==> src/rtl/ingress_port_buffer_if.sv <==
// ingress_port_buffer_if: input byte stream, switch request/grant and output stream of one ingress port.
interface ingress_port_buffer_if #(
  parameter int DATA_W = 8,
  parameter int PORTS  = 4
);
  localparam int PW = $clog2(PORTS);
  logic              in_valid;
  logic              in_sop;
  logic              in_eop;
  logic [DATA_W-1:0] in_data;
  logic              out_req;
  logic [PW-1:0]     out_dest;
  logic              out_gnt;
  logic              out_valid;
  logic [DATA_W-1:0] out_data;
  logic              out_eop;
  logic [15:0]       pkt_count;
  logic [15:0]       drop_count;
  modport slave (
    input  in_valid, in_sop, in_eop, in_data, out_gnt,
    output out_req, out_dest, out_valid, out_data, out_eop, pkt_count, drop_count
  );
  modport master (
    output in_valid, in_sop, in_eop, in_data, out_gnt,
    input  out_req, out_dest, out_valid, out_data, out_eop, pkt_count, drop_count
  );
endinterface

==> src/rtl/ingress_port_buffer.sv <==
// ingress_port_buffer: store-and-forward packet buffer that only releases whole packets to the switch.
// Optional packet/drop statistics are built when INGRESS_STATS_EN is defined.
module ingress_port_buffer #(
  parameter int DATA_W = 8,
  parameter int DEPTH  = 16,
  parameter int PORTS  = 4
) (
  input logic clk,
  input logic reset,
  ingress_port_buffer_if.slave bus
);
  localparam int AW = $clog2(DEPTH);
  localparam int PW = $clog2(PORTS);
  localparam logic [AW:0] PTR_ONE = 1;
  localparam logic [AW:0] PTR_FULL = DEPTH;
  typedef enum logic [1:0] {W_IDLE, W_LOAD, W_DISCARD} w_state_e;
  typedef enum logic [1:0] {R_IDLE, R_REQ, R_XFER} r_state_e;
  logic [DATA_W:0] mem_q [DEPTH];
  w_state_e w_state_q, w_state_d;
  r_state_e r_state_q, r_state_d;
  logic [AW:0] wr_ptr_q, wr_ptr_d, commit_ptr_q, commit_ptr_d, rd_ptr_q, rd_ptr_d, ready_q, ready_d, base;
  logic out_req_q, out_req_d, out_valid_q, out_valid_d, out_eop_q, out_eop_d;
  logic [PW-1:0] out_dest_q, out_dest_d;
  logic [DATA_W-1:0] out_data_q, out_data_d;
  logic [DATA_W:0] rd_word;
  logic take, ovf, wr_en, commit, fetch, done;
  // a header always restarts at the last commit point, which also aborts any open packet
  assign base = bus.in_sop ? commit_ptr_q : wr_ptr_q;
  assign take = bus.in_valid && (bus.in_sop || w_state_q == W_LOAD);
  assign ovf = take && (base - rd_ptr_q) == PTR_FULL;
  assign wr_en = take && !ovf;
  assign commit = wr_en && bus.in_eop;
  assign rd_word = mem_q[rd_ptr_q[AW-1:0]];
  assign fetch = (r_state_q == R_REQ && bus.out_gnt) || (r_state_q == R_XFER && !out_eop_q);
  assign done = r_state_q == R_XFER && out_eop_q;
  always_comb begin
    w_state_d = w_state_q;
    wr_ptr_d = wr_ptr_q;
    commit_ptr_d = commit_ptr_q;
    if (ovf) begin
      wr_ptr_d = commit_ptr_q;
      w_state_d = bus.in_eop ? W_IDLE : W_DISCARD;
    end else if (wr_en) begin
      wr_ptr_d = base + PTR_ONE;
      commit_ptr_d = bus.in_eop ? base + PTR_ONE : commit_ptr_q;
      w_state_d = bus.in_eop ? W_IDLE : W_LOAD;
    end else if (bus.in_valid && bus.in_eop && w_state_q == W_DISCARD) begin
      w_state_d = W_IDLE;
    end
  end
  always_comb begin
    r_state_d = r_state_q;
    out_req_d = out_req_q;
    out_dest_d = out_dest_q;
    out_valid_d = out_valid_q;
    out_eop_d = out_eop_q;
    out_data_d = out_data_q;
    rd_ptr_d = rd_ptr_q;
    if (r_state_q == R_IDLE && ready_q != '0) begin
      r_state_d = R_REQ;
      out_req_d = 1'b1;
      out_dest_d = rd_word[PW-1:0];
    end
    if (fetch) begin
      r_state_d = R_XFER;
      out_req_d = 1'b0;
      out_valid_d = 1'b1;
      {out_eop_d, out_data_d} = rd_word;
      rd_ptr_d = rd_ptr_q + PTR_ONE;
    end
    if (done) begin
      r_state_d = R_IDLE;
      out_valid_d = 1'b0;
      out_eop_d = 1'b0;
    end
    ready_d = ready_q + (commit ? PTR_ONE : '0) - (done ? PTR_ONE : '0);
  end
  always_ff @(posedge clk) if (wr_en) mem_q[base[AW-1:0]] <= {bus.in_eop, bus.in_data};
  always_ff @(posedge clk or negedge reset) begin
    if (!reset) begin
      w_state_q <= W_IDLE;
      r_state_q <= R_IDLE;
      wr_ptr_q <= '0;
      commit_ptr_q <= '0;
      rd_ptr_q <= '0;
      ready_q <= '0;
      out_req_q <= 1'b0;
      out_dest_q <= '0;
      out_valid_q <= 1'b0;
      out_data_q <= '0;
      out_eop_q <= 1'b0;
    end else begin
      w_state_q <= w_state_d;
      r_state_q <= r_state_d;
      wr_ptr_q <= wr_ptr_d;
      commit_ptr_q <= commit_ptr_d;
      rd_ptr_q <= rd_ptr_d;
      ready_q <= ready_d;
      out_req_q <= out_req_d;
      out_dest_q <= out_dest_d;
      out_valid_q <= out_valid_d;
      out_data_q <= out_data_d;
      out_eop_q <= out_eop_d;
    end
  end
  assign bus.out_req = out_req_q;
  assign bus.out_dest = out_dest_q;
  assign bus.out_valid = out_valid_q;
  assign bus.out_data = out_data_q;
  assign bus.out_eop = out_eop_q;
`ifdef INGRESS_STATS_EN
  logic [15:0] pkt_q, drop_q;
  logic [16:0] drop_sum;
  logic abort;
  // an abort whose new header also overflows drops two packets in one cycle
  assign abort = bus.in_valid && bus.in_sop && w_state_q == W_LOAD;
  assign drop_sum = {1'b0, drop_q} + 17'(abort) + 17'(ovf);
  always_ff @(posedge clk or negedge reset) begin
    if (!reset) begin
      pkt_q <= '0;
      drop_q <= '0;
    end else begin
      pkt_q <= (done && pkt_q != 16'hFFFF) ? pkt_q + 16'd1 : pkt_q;
      drop_q <= drop_sum[16] ? 16'hFFFF : drop_sum[15:0];
    end
  end
  assign bus.pkt_count = pkt_q;
  assign bus.drop_count = drop_q;
`else
  assign bus.pkt_count = '0;
  assign bus.drop_count = '0;
`endif
endmodule

==> src/flat_wrapper.sv <==
// flat-port wrapper written by rule: the top's interface ports become plain ports
module ingress_port_buffer_flat 
#(
  parameter int DATA_W = 8,
  parameter int DEPTH  = 16,
  parameter int PORTS  = 4
)
  (clk, reset, bus_in_valid, bus_in_sop, bus_in_eop, bus_in_data, bus_out_gnt, bus_out_req, bus_out_dest, bus_out_valid, bus_out_data, bus_out_eop, bus_pkt_count, bus_drop_count);
  ingress_port_buffer_if #(.DATA_W(DATA_W), .PORTS(PORTS)) bus_i ();
  input logic clk;
  input logic reset;
  input wire logic [$bits(bus_i.in_valid)-1:0] bus_in_valid;
  input wire logic [$bits(bus_i.in_sop)-1:0] bus_in_sop;
  input wire logic [$bits(bus_i.in_eop)-1:0] bus_in_eop;
  input wire logic [$bits(bus_i.in_data)-1:0] bus_in_data;
  input wire logic [$bits(bus_i.out_gnt)-1:0] bus_out_gnt;
  output wire logic [$bits(bus_i.out_req)-1:0] bus_out_req;
  output wire logic [$bits(bus_i.out_dest)-1:0] bus_out_dest;
  output wire logic [$bits(bus_i.out_valid)-1:0] bus_out_valid;
  output wire logic [$bits(bus_i.out_data)-1:0] bus_out_data;
  output wire logic [$bits(bus_i.out_eop)-1:0] bus_out_eop;
  output wire logic [$bits(bus_i.pkt_count)-1:0] bus_pkt_count;
  output wire logic [$bits(bus_i.drop_count)-1:0] bus_drop_count;
  assign bus_i.in_valid = bus_in_valid;
  assign bus_i.in_sop = bus_in_sop;
  assign bus_i.in_eop = bus_in_eop;
  assign bus_i.in_data = bus_in_data;
  assign bus_i.out_gnt = bus_out_gnt;
  assign bus_out_req = bus_i.out_req;
  assign bus_out_dest = bus_i.out_dest;
  assign bus_out_valid = bus_i.out_valid;
  assign bus_out_data = bus_i.out_data;
  assign bus_out_eop = bus_i.out_eop;
  assign bus_pkt_count = bus_i.pkt_count;
  assign bus_drop_count = bus_i.drop_count;
  ingress_port_buffer #(.DATA_W(DATA_W), .DEPTH(DEPTH), .PORTS(PORTS)) u_core (.clk(clk), .reset(reset), .bus(bus_i));
endmodule
==> config.mk <==
export PLATFORM = sky130hd
export DESIGN_NAME = ingress_port_buffer_flat
export DESIGN_NICKNAME = d
export VERILOG_FILES = /design/src/rtl/ingress_port_buffer_if.sv /design/src/rtl/ingress_port_buffer.sv /design/src/flat_wrapper.sv
export SDC_FILE = /design/constraint.sdc
export NUM_CORES = 1
export LEC_CHECK = 0
export CAP_MARGIN = 25
export CORE_UTILIZATION = 25
export CTS_CLUSTER_SIZE = 24
export DETAILED_ROUTE_END_ITERATION = 10
export GPL_ROUTABILITY_DRIVEN = 0
export PLACE_DENSITY_LB_ADDON = 0.12
export SKIP_CTS_REPAIR_TIMING = 1
export SYNTH_ARGS = -nofsm -noshare
export SYNTH_HDL_FRONTEND = slang
export SYNTH_SLANG_ARGS = --single-unit
==> constraint.sdc <==
create_clock -name clk -period 6.95 [get_ports clk]
set_input_delay 1.39 -clock clk [delete_from_list [all_inputs] [get_ports clk]]
set_output_delay 1.39 -clock clk [all_outputs]
set_load 0.01 [all_outputs]
---- Word level (Yosys, flattened, before mapping) ----
Memories as Yosys holds them, arrays and structs flattened.
Cells that the tools add are included.
cells by class
  reduce and logical (&&, ||, !) cells .... 22
  bitwise logic cells ..................... 1
  muxes and demuxes ....................... 21
  add/sub/neg operators ................... 5
  equality and inequality tests ........... 5
operators with widths
  kind                 count
  $mux 5               3
  $mux 2               7
  $mux 1               11
  $add 5x1->5 const B  2
  $logic_and 1x1->1    10
  $sub 5x5->5          2
  $reduce_bool 2->1    3
  $reduce_bool 3->1    2
  $add 5x5->5          1
  $eq 5x5->1 const B   1
  $reduce_bool 5->1    1
  $eq 2x1->1 const B   2
  $eq 2x2->1 const B   2
  $reduce_and 3->1     1
  $logic_not 1->1      2
  $logic_not 2->1      1
  $logic_or 1x1->1     2
  $not 1->1            1
storage, ports and cells
  memories kept ........................... 1
  input bits .............................. 14
  logic and storage cells ................. 66
  memory bits (writable) .................. 144
  flip-flop bits (word level) ............. 37
memory list
  name          depth  width  rd ports  clocked after Yosys merged registers in  wr ports  line                       text
  u_core.mem_q  16     9      1         0                                        1         ingress_port_buffer.sv:18  logic [DATA_W:0] mem_q [DEPTH];

---- Longest topological paths before layout ----
Gate-level depths: netlist of the first run.
  depth in word-level cells ............... 10
  depth in mapped cells ................... 17
  gate-level depth less buffers ........... 15

---- Worst setup path after synthesis of the first run ----
Ideal clock, no wire load.
  path type ............................... input-to-reg
  from .................................... input port bus_in_sop
  to ...................................... register u_core.ready_q[4]
  data required time ...................... 6825 ps
  arrival time ............................ 4417 ps
  path slack .............................. 2408 ps
  stages on the path ...................... 17
  path through ............................ buf_4 mux2i_1 inv_1 ha_1 nor2b_1 o211a_1 or3_1 buf_6 a31oi_4 ha_1 inv_1 fa_1 inv_1 a21oi_1 nor2_1 nor2_1 xnor2_1
between the ends
  longest elaborated chain between the ends .. 10
ends and longest elaborated chain
  what                         line                       text
  from (decl)                  flat_wrapper.sv:13         input wire logic [$bits(bus_i.in_sop)-1:0] bus_in_sop;
  $mux 5                       ingress_port_buffer.sv:28  assign base = bus.in_sop ? commit_ptr_q : wr_ptr_q;
  $sub 5x5->5                  ingress_port_buffer.sv:30  assign ovf = take && (base - rd_ptr_q) == PTR_FULL;
  $eq 5x5->1                   ingress_port_buffer.sv:30
  $logic_and 1x1->1            ingress_port_buffer.sv:30
  $logic_not 1->1              ingress_port_buffer.sv:31  assign wr_en = take && !ovf;
  $logic_and 1x1->1 *          ingress_port_buffer.sv:31
  $logic_and 1x1->1 *          ingress_port_buffer.sv:32  assign commit = wr_en && bus.in_eop;
  $mux 1 *                     ingress_port_buffer.sv:76  ready_d = ready_q + (commit ? PTR_ONE : '0) - (done ? PTR_ONE : '0);
  $add 5x5->5 *                ingress_port_buffer.sv:76
  $sub 5x5->5 *                ingress_port_buffer.sv:76
  named net u_core.ready_d[4]  ingress_port_buffer.sv:21  logic [AW:0] wr_ptr_q, wr_ptr_d, commit_ptr_q, commit_ptr_d, rd_ptr_q, rd_ptr_d, ready_q, ready_d, base;
  to (signal assigned)         ingress_port_buffer.sv:98  ready_q <= ready_d;
  to (decl)                    ingress_port_buffer.sv:21
The timed path passes the listed nets; every way through them passes the cells marked *.
A chain may end at the register's enable or synchronous reset.

---- Worst setup path in the final report of the first run ----
Same ends and word-level chain as after synthesis.

==> impl_metrics.xml, run 1 <==
<?xml version="1.0" encoding="UTF-8"?>
<metrics>
  <group name="status">
    <metric name="outcome" unit="">complete, no violations</metric>
  </group>
  <group name="layout">
    <metric name="antenna-diode-count" unit="">0</metric>
    <metric name="final_net_count" unit="">508</metric>
    <metric name="layout-drive-gt1-share" unit="%">19.4</metric>
    <metric name="layout_overhead_on_the_synthesized_area" unit="%">14.1</metric>
    <metric name="seq_area" unit="um^2">5250</metric>
    <metric name="fill_cells" unit="">3028</metric>
    <metric name="final-instance-count-excl-fill" unit="">886</metric>
    <metric name="footprint_of_the_multi_input_gates" unit="um^2">2350</metric>
  </group>
  <group name="sta">
    <metric name="clock-skew-final" unit="ps">10.8</metric>
    <metric name="report.final.hold_viol_count" unit="">0</metric>
    <metric name="slew_headroom" unit="%">42.6</metric>
    <metric name="hold_slack" unit="ps">499</metric>
    <metric name="rsz0062_at_grt" unit="">false</metric>
    <metric name="fin_crit" unit="ps">5240</metric>
    <metric name="setup_slack" unit="ps">1710</metric>
    <metric name="fin_crit_sh" unit="%">75.3</metric>
    <metric name="finalSetupViolCount" unit="">0</metric>
    <metric name="finalMaxSlewViolations" unit="">0</metric>
    <metric name="fin_tns_setup" unit="ps">0</metric>
    <metric name="max_slew.worst_pin.slew" unit="ps">859</metric>
    <metric name="max_clock_freq" unit="MHz">191</metric>
  </group>
  <group name="floorplanning">
    <metric name="die-area" unit="um^2">32400</metric>
    <metric name="die_height" unit="um">180</metric>
    <metric name="ioPinCount" unit="">59</metric>
    <metric name="core_area" unit="um^2">30900</metric>
    <metric name="initial_core_util" unit="%">25.7</metric>
    <metric name="die_width" unit="um">180</metric>
    <metric name="core.rowCount" unit="">64</metric>
  </group>
  <group name="yosys">
    <metric name="syn-cell-area" unit="um^2">7930</metric>
    <metric name="synth_top_flop_cell" unit="">sky130_fd_sc_hd__edfxtp_1</metric>
    <metric name="post_synth_main_area_contributors" unit="">sky130_fd_sc_hd__edfxtp_1 55%, sky130_fd_sc_hd__dfrtp_1 12%, sky130_fd_sc_hd__mux4_2 11%</metric>
    <metric name="netlist.top_cell.by_area" unit="">sky130_fd_sc_hd__edfxtp_1</metric>
    <metric name="synth_async_sr_flop_share" unit="%">20.4</metric>
    <metric name="synth-seq-cells" unit="">181</metric>
    <metric name="number_of_synthesized_flops_with_an_enable_pin" unit="">144</metric>
    <metric name="yosysWarningCount" unit="">0</metric>
    <metric name="synthDominantCellAreaShare" unit="%">54.5</metric>
    <metric name="synth_seq_area_share" unit="%">66.2</metric>
    <metric name="yosys.cell_types.count" unit="">50</metric>
    <metric name="synth.avg_cell_area" unit="um^2">17.8</metric>
    <metric name="synth_cells" unit="">445</metric>
  </group>
  <group name="setup_path">
    <metric name="cp_slowest_cell" unit="">sky130_fd_sc_hd__a211oi_2</metric>
    <metric name="critical_path_required" unit="ps">7300</metric>
    <metric name="critical_path_class" unit="">input pin to flip-flop</metric>
    <metric name="crit_path_max_incr_delay" unit="ps">750</metric>
    <metric name="crit_arrival" unit="ps">5580</metric>
    <metric name="critPathLaunchType" unit="">input pin</metric>
    <metric name="critical_path.n_buffers_inverters" unit="">4</metric>
    <metric name="critical-path-top-cell-by-count" unit="">sky130_fd_sc_hd__inv_1</metric>
    <metric name="path_delay_family" unit="">compound AO/OA/AOI/OAI gates</metric>
    <metric name="ff2ff_setup_slack" unit="ps">2890</metric>
    <metric name="crit_chain" unit="">clkdlybuf4s50_1 &gt; mux2i_1 &gt; inv_1 &gt; ha_1 &gt; and3b_1 &gt; or3_1 &gt; a211oi_2 &gt; a31oi_4 &gt; ha_1 &gt; inv_1 &gt; fa_1 &gt; inv_1 &gt; a21oi_1 &gt; nor2_1 &gt; nor2_1 &gt; xnor2_1</metric>
    <metric name="critical_path.endpoint_type" unit="">flip-flop</metric>
    <metric name="worst-path-max-fanout" unit="">11</metric>
  </group>
  <group name="place">
    <metric name="dp_hpwl" unit="um">11700</metric>
    <metric name="port_bufs" unit="">26</metric>
    <metric name="dp_cells" unit="">853</metric>
    <metric name="pre_cts_slack" unit="ps">1310</metric>
  </group>
  <group name="global_routing">
    <metric name="global_route.overflow_total" unit="">0</metric>
    <metric name="globalRouteTotalUtil" unit="%">11.4</metric>
    <metric name="grt_first_pass_wirelength" unit="um">26700</metric>
    <metric name="grt_max_degree" unit="">41</metric>
    <metric name="grt_pass1_vias" unit="">3986</metric>
    <metric name="antenna_found_initial" unit="">0</metric>
  </group>
  <group name="cts">
    <metric name="cts_max_path_buffers" unit="">2</metric>
    <metric name="cts_tree" unit="">built</metric>
    <metric name="htree_num_levels" unit="">4</metric>
    <metric name="clock_buffers_created_by_tritoncts" unit="">17</metric>
    <metric name="worstSkewPairLatency" unit="ps">420</metric>
    <metric name="clkTransAtPathRegs" unit="ps">70</metric>
    <metric name="clkSinkCount" unit="">181</metric>
    <metric name="cts_root_buf" unit="">sky130_fd_sc_hd__clkbuf_16</metric>
  </group>
  <group name="power_and_ir_drop">
    <metric name="power_density" unit="nW/um^2">412</metric>
    <metric name="ir_worst_vdd" unit="V">0.000178</metric>
    <metric name="power.static_leakage" unit="nW">3.19</metric>
  </group>
  <group name="detailed_routing">
    <metric name="top_signal_layer_used" unit="">met4</metric>
    <metric name="wl" unit="um">17700</metric>
    <metric name="drt_drc_violations_left" unit="">0</metric>
    <metric name="num_vias" unit="">3878</metric>
    <metric name="met3_wirelength" unit="um">461</metric>
    <metric name="dr.first_iter.drc_count" unit="">247</metric>
    <metric name="detail_route.wirelength.met1" unit="um">8450</metric>
    <metric name="detail-route-antenna-nets" unit="">0</metric>
    <metric name="avgRoutedWirePerCell" unit="um">20.0</metric>
    <metric name="drt_pre_antenna_iters" unit="">4</metric>
    <metric name="wl_met2" unit="um">8530</metric>
    <metric name="post_drt_via_cell_ratio" unit="">4.38</metric>
  </group>
  <group name="flow_run">
    <metric name="max_cap_violations" unit="">0</metric>
  </group>
  <group name="hold_path">
    <metric name="holdCritPathClass" unit="">flip-flop to flip-flop</metric>
  </group>
</metrics>
==> per-stage QoR <==
step	instance area (um^2)	total power, mW	utilization, %
after floorplan	8050	2.46	-
after global placement	8470	2.86	27.4
after detailed placement	8470	2.87	27.4
after CTS	9020	3.79	29.2
after global routing	9040	3.95	29.3
final	9040	3.73	29.3
==> worst min-delay path: cells and delay by family (launching register included) <==
kind               cells  cell delay (ps)
DFF                    1              350
AOI/OAI and AO/OA      1               60
and+or+nand+nor        1               50
==> kinds of logic (layout without fill, tap and decap cells) <==
family	after synthesis	after routing	share of synthesized area [%]
AOI/OAI and AO/OA	33	33	3.19
DFF	181	181	66.2
xor gates and xnor gates	13	13	1.44
adders and majority gates	17	17	2.78
and+or+nand+nor	63	63	4.54
buffers and inverters	70	84	5.60
other	1	32	0.0473
muxes	67	67	16.2
==> registers in the layout (all words and copies together) (netlist names) <==
name / flops
u_core.bus.out_eop: 1
u_core.w_state_q: 2
u_core.mem_q: 144
u_core.rd_ptr_q: 5
u_core.bus.out_data: 8
u_core.bus.out_valid: 1
u_core.wr_ptr_q: 5
u_core.commit_ptr_q: 5
u_core.ready_q: 5
u_core.bus.out_dest: 2
u_core.r_state_q: 2
u_core.bus.out_req: 1
==> worst paths after layout <==
| path | cells past startpoint | from | end |
|---|---|---|---|
| max | 16 | bus_in_sop | u_core.ready_q[4] |
| min | 2 | u_core.w_state_q[0] | u_core.w_state_q[0] |
| max reg2reg | 14 | u_core.rd_ptr_q[2] | u_core.ready_q[4] |
| min reg2reg | 2 | u_core.w_state_q[0] | u_core.w_state_q[0] |
| max in group asynchronous | 2 | reset | u_core.rd_ptr_q[0] |
| min in group asynchronous | 1 | reset | u_core.ready_q[3] |
==> area by class of cell <==
class	count	area share, %
timing repair buffer	33	3.54
clock buffer	21	5.09
tap	396	5.48
multi-input combinational	225	26.0
inverter	19	0.789
clock inverter	11	1.04
sequential	181	58.1
==> Yosys cell counts, drive strengths merged, types with 3 or more instances <==
| master | n |
|---|---|
| a21o | 3 |
| and2 | 6 |
| buf | 44 |
| xor2 | 3 |
| inv | 19 |
| clkbuf | 7 |
| ha | 16 |
| a31oi | 4 |
| nand3 | 3 |
| xnor2 | 10 |
| mux2i | 9 |
| edfxtp | 144 |
| or3 | 3 |
| nand2 | 11 |
| nor2b | 4 |
| and3 | 11 |
| a311o | 3 |
| and3b | 3 |
| nor2 | 9 |
| mux4 | 44 |
| o21ai | 8 |
| nand4 | 3 |
| and4 | 4 |
| a21oi | 5 |
| mux2 | 14 |
| dfrtp | 37 |
==> placed cells by master (no fill, tap or decap), types with 2 or more instances in the layout <==
cell type	count
sky130_fd_sc_hd__edfxtp_1	144
sky130_fd_sc_hd__mux4_2	37
sky130_fd_sc_hd__dfrtp_1	36
sky130_fd_sc_hd__conb_1	32
sky130_fd_sc_hd__clkdlybuf4s50_1	25
sky130_fd_sc_hd__inv_1	19
sky130_fd_sc_hd__clkbuf_16	17
sky130_fd_sc_hd__ha_1	16
sky130_fd_sc_hd__nand2_1	11
sky130_fd_sc_hd__and3_1	11
sky130_fd_sc_hd__xnor2_1	10
sky130_fd_sc_hd__mux2i_1	9
sky130_fd_sc_hd__mux2_2	9
sky130_fd_sc_hd__nor2_1	9
sky130_fd_sc_hd__o21ai_0	8
sky130_fd_sc_hd__mux4_1	7
sky130_fd_sc_hd__and2_1	6
sky130_fd_sc_hd__buf_4	6
sky130_fd_sc_hd__a21oi_1	5
sky130_fd_sc_hd__mux2_4	5
sky130_fd_sc_hd__nor2b_1	4
sky130_fd_sc_hd__and4_1	4
sky130_fd_sc_hd__inv_6	4
sky130_fd_sc_hd__a21o_1	3
sky130_fd_sc_hd__xor2_1	3
sky130_fd_sc_hd__or3_1	3
sky130_fd_sc_hd__and3b_1	3
sky130_fd_sc_hd__a31oi_1	3
sky130_fd_sc_hd__a311o_1	3
sky130_fd_sc_hd__nand4_1	3
sky130_fd_sc_hd__nand3_1	3
sky130_fd_sc_hd__nor3_1	2
sky130_fd_sc_hd__clkinv_2	2
sky130_fd_sc_hd__clkbuf_1	2
sky130_fd_sc_hd__clkinv_4	2
sky130_fd_sc_hd__clkinvlp_4	2
sky130_fd_sc_hd__clkbuf_8	2
==> metal layers <==
layer  up-vias  global-route usage, %
met2        81                   18.4
met3        17                   2.22
li1       1734                      -
met1      2046                   15.2
met4         0                   4.21
met5         -                      0
==> where the power goes <==
group          switching, mW  total (mW)  leakage, nW  internal [mW]
logic                  0.724        1.37         1.19          0.642
registers              0.104        1.45         1.74           1.35
clock network          0.426       0.911        0.268          0.485
Power figures use the tool's default switching activity.
==> inputs of run 2 (changes only) <==
Clock period 6.95 ns to 5.3 ns, I/O delays scaled along.
==> run 2 against run 1 <==
  * Utilization grew 0.34 points
  * Via count shrank 0.46%
  * Sequential cell count is the same
  * Clock skew grew 2.4 ps
  * Critical path depth shrank 6
  * Sequential share of layout area shrank 0.66 points
  * Sequential power grew 32%
  * Wire length grew 2.1%
  * Largest cell class unchanged
==> impl_metrics.xml, run 2 (same netlist as run 1, synthesis figures left out) <==
<?xml version="1.0" encoding="UTF-8"?>
<metrics>
  <group name="status">
    <metric name="outcome" unit="">complete, no violations</metric>
  </group>
  <group name="power_and_ir_drop">
    <metric name="power.static_leakage" unit="nW">3.27</metric>
    <metric name="power_density" unit="nW/um^2">546</metric>
    <metric name="total_power" unit="mW">5.00</metric>
    <metric name="ir_worst_vdd" unit="V">0.000232</metric>
  </group>
  <group name="cts">
    <metric name="clock_buffers_created_by_tritoncts" unit="">17</metric>
    <metric name="htree_num_levels" unit="">4</metric>
    <metric name="cts_root_buf" unit="">sky130_fd_sc_hd__clkbuf_16</metric>
    <metric name="clkTransAtPathRegs" unit="ps">70</metric>
    <metric name="cts_max_path_buffers" unit="">2</metric>
    <metric name="clkSinkCount" unit="">181</metric>
    <metric name="worstSkewPairLatency" unit="ps">430</metric>
    <metric name="cts_tree" unit="">built</metric>
  </group>
  <group name="sta">
    <metric name="finalMaxSlewViolations" unit="">0</metric>
    <metric name="fin_tns_setup" unit="ps">0</metric>
    <metric name="max_slew.worst_pin.slew" unit="ps">813</metric>
    <metric name="report.final.hold_viol_count" unit="">0</metric>
    <metric name="fin_crit" unit="ps">4360</metric>
    <metric name="rsz0062_at_grt" unit="">false</metric>
    <metric name="clock-skew-final" unit="ps">13.3</metric>
    <metric name="max_clock_freq" unit="MHz">229</metric>
    <metric name="finalSetupViolCount" unit="">0</metric>
    <metric name="fin_crit_sh" unit="%">82.3</metric>
    <metric name="hold_slack" unit="ps">491</metric>
    <metric name="slew_headroom" unit="%">45.8</metric>
  </group>
  <group name="detailed_routing">
    <metric name="num_vias" unit="">3860</metric>
    <metric name="detail-route-antenna-nets" unit="">0</metric>
    <metric name="drt_drc_violations_left" unit="">0</metric>
    <metric name="wl" unit="um">18100</metric>
    <metric name="drt_pre_antenna_iters" unit="">4</metric>
    <metric name="dr.first_iter.drc_count" unit="">300</metric>
    <metric name="post_drt_via_cell_ratio" unit="">4.30</metric>
    <metric name="avgRoutedWirePerCell" unit="um">20.2</metric>
  </group>
  <group name="layout">
    <metric name="leading_cell_types_in_the_layout_fill_and_taps_excluded" unit="">144 x sky130_fd_sc_hd__edfxtp_1, 37 x sky130_fd_sc_hd__mux4_2, 36 x sky130_fd_sc_hd__dfrtp_1</metric>
    <metric name="final_common_cell" unit="">sky130_fd_sc_hd__edfxtp_1</metric>
    <metric name="layout_overhead_on_the_synthesized_area" unit="%">15.4</metric>
    <metric name="stdcell_area" unit="um^2">9150</metric>
    <metric name="antenna-diode-count" unit="">0</metric>
    <metric name="layout-drive-gt1-share" unit="%">21.4</metric>
    <metric name="final_net_count" unit="">519</metric>
    <metric name="largest_register_ffs" unit="">144</metric>
    <metric name="final_core_utilization" unit="%">29.6</metric>
  </group>
  <group name="hold_path">
    <metric name="holdCritPathClass" unit="">flip-flop to flip-flop</metric>
  </group>
  <group name="setup_path">
    <metric name="r2r-start" unit="">u_core.rd_ptr_q[2]</metric>
    <metric name="critical_path_class" unit="">input pin to flip-flop</metric>
    <metric name="worstRegToRegCells" unit="">14</metric>
    <metric name="r2r-end" unit="">u_core.ready_q[4]</metric>
    <metric name="critical_path_required" unit="ps">5360</metric>
    <metric name="worst-path-max-fanout" unit="">12</metric>
    <metric name="critical_path.startpoint" unit="">bus_in_sop</metric>
    <metric name="crit_arrival" unit="ps">4420</metric>
    <metric name="setup.worst_path.end" unit="">u_core.mem_q[9][3]</metric>
    <metric name="critPathLaunchType" unit="">input pin</metric>
    <metric name="ff2ff_setup_slack" unit="ps">1640</metric>
    <metric name="critical_path.endpoint_type" unit="">flip-flop</metric>
  </group>
  <group name="place">
    <metric name="dp_hpwl" unit="um">12000</metric>
    <metric name="placed_area" unit="um^2">8560</metric>
    <metric name="port_bufs" unit="">26</metric>
  </group>
  <group name="global_routing">
    <metric name="globalRouteTotalUtil" unit="%">11.7</metric>
    <metric name="grt_max_degree" unit="">40</metric>
    <metric name="grt_pass1_vias" unit="">4024</metric>
    <metric name="grt_first_pass_wirelength" unit="um">27300</metric>
    <metric name="antenna_found_initial" unit="">0</metric>
    <metric name="global_route.overflow_total" unit="">0</metric>
  </group>
  <group name="floorplanning">
    <metric name="core.rowCount" unit="">64</metric>
    <metric name="initial_core_util" unit="%">25.7</metric>
    <metric name="die-area" unit="um^2">32400</metric>
    <metric name="ioPinCount" unit="">59</metric>
    <metric name="core_area" unit="um^2">30900</metric>
    <metric name="die_width" unit="um">180</metric>
    <metric name="die_height" unit="um">180</metric>
  </group>
  <group name="flow_run">
    <metric name="max_cap_violations" unit="">0</metric>
  </group>
</metrics>
[run 2: cell count changes in the layout (fill, tap and decap cells not counted), sizes merged]
cell      before  now
buf            8   19
inv           23   27
clkbuf        21   18
bufinv         0    1
clkinv         5    4
clkinvlp       2    1
[run 2: final cells by class]
| cell class | count | area (um^2) |
|---|---|---|
| clock buffers | 18 | 429 |
| clock inverters | 14 | 159 |
| fillers | 3039 | 21800 |
| inverters | 19 | 71.3 |
| multi-input cells | 225 | 2350 |
| flip-flops and latches | 181 | 5250 |
| well taps | 396 | 495 |
| repair buffers | 44 | 390 |
[run 2: worst max-delay path, cell delays in order]
cell,delay (ps)
sky130_fd_sc_hd__clkdlybuf4s50_1,620
sky130_fd_sc_hd__mux2i_1,280
sky130_fd_sc_hd__inv_1,120
sky130_fd_sc_hd__ha_1,330
sky130_fd_sc_hd__nor2b_1,140
sky130_fd_sc_hd__o211a_1,200
sky130_fd_sc_hd__or3_1,580
sky130_fd_sc_hd__a31oi_1,340
sky130_fd_sc_hd__buf_4,220
sky130_fd_sc_hd__and4_1,530
[run 2: worst min-delay path by stage]
stage	startpoint	endpoint	slack (ps)	depth (start not counted)
2_1_floorplan	u_core.w_state_q[0]	u_core.w_state_q[0]	460	2
6_report	u_core.w_state_q[0]	u_core.w_state_q[0]	490	2
5_1_grt	u_core.bus.out_dest[0]	u_core.bus.out_dest[0]	530	1
3_5_place_dp	u_core.w_state_q[0]	u_core.w_state_q[0]	480	2
3_3_place_gp	u_core.w_state_q[0]	u_core.w_state_q[0]	470	2
4_1_cts	u_core.w_state_q[0]	u_core.w_state_q[0]	500	2
[run 2: routing by layer]
metal | track usage, % | part of all wire (%)
met5 | 0 | 0
met4 | 4.07 | 1.6
met3 | 2.38 | 3.1
met2 | 18.7 | 48
met1 | 15.7 | 47
[run 2: report_power, final]
part           leakage, nW  switching [mW]  internal (mW)
logic                 1.24           0.959          0.864
registers             1.74           0.142           1.76
clock network        0.288           0.594          0.673
[run 2: metrics by stage]
| step | instances | setup slack, ps |
|---|---|---|
| 2_1_floorplan | 476 | 1090 |
| 3_3_place_gp | 865 | 543 |
| 3_5_place_dp | 865 | 442 |
| 4_1_cts | 897 | 885 |
| 5_1_grt | 897 | 714 |
| 6_report | 897 | 939 |
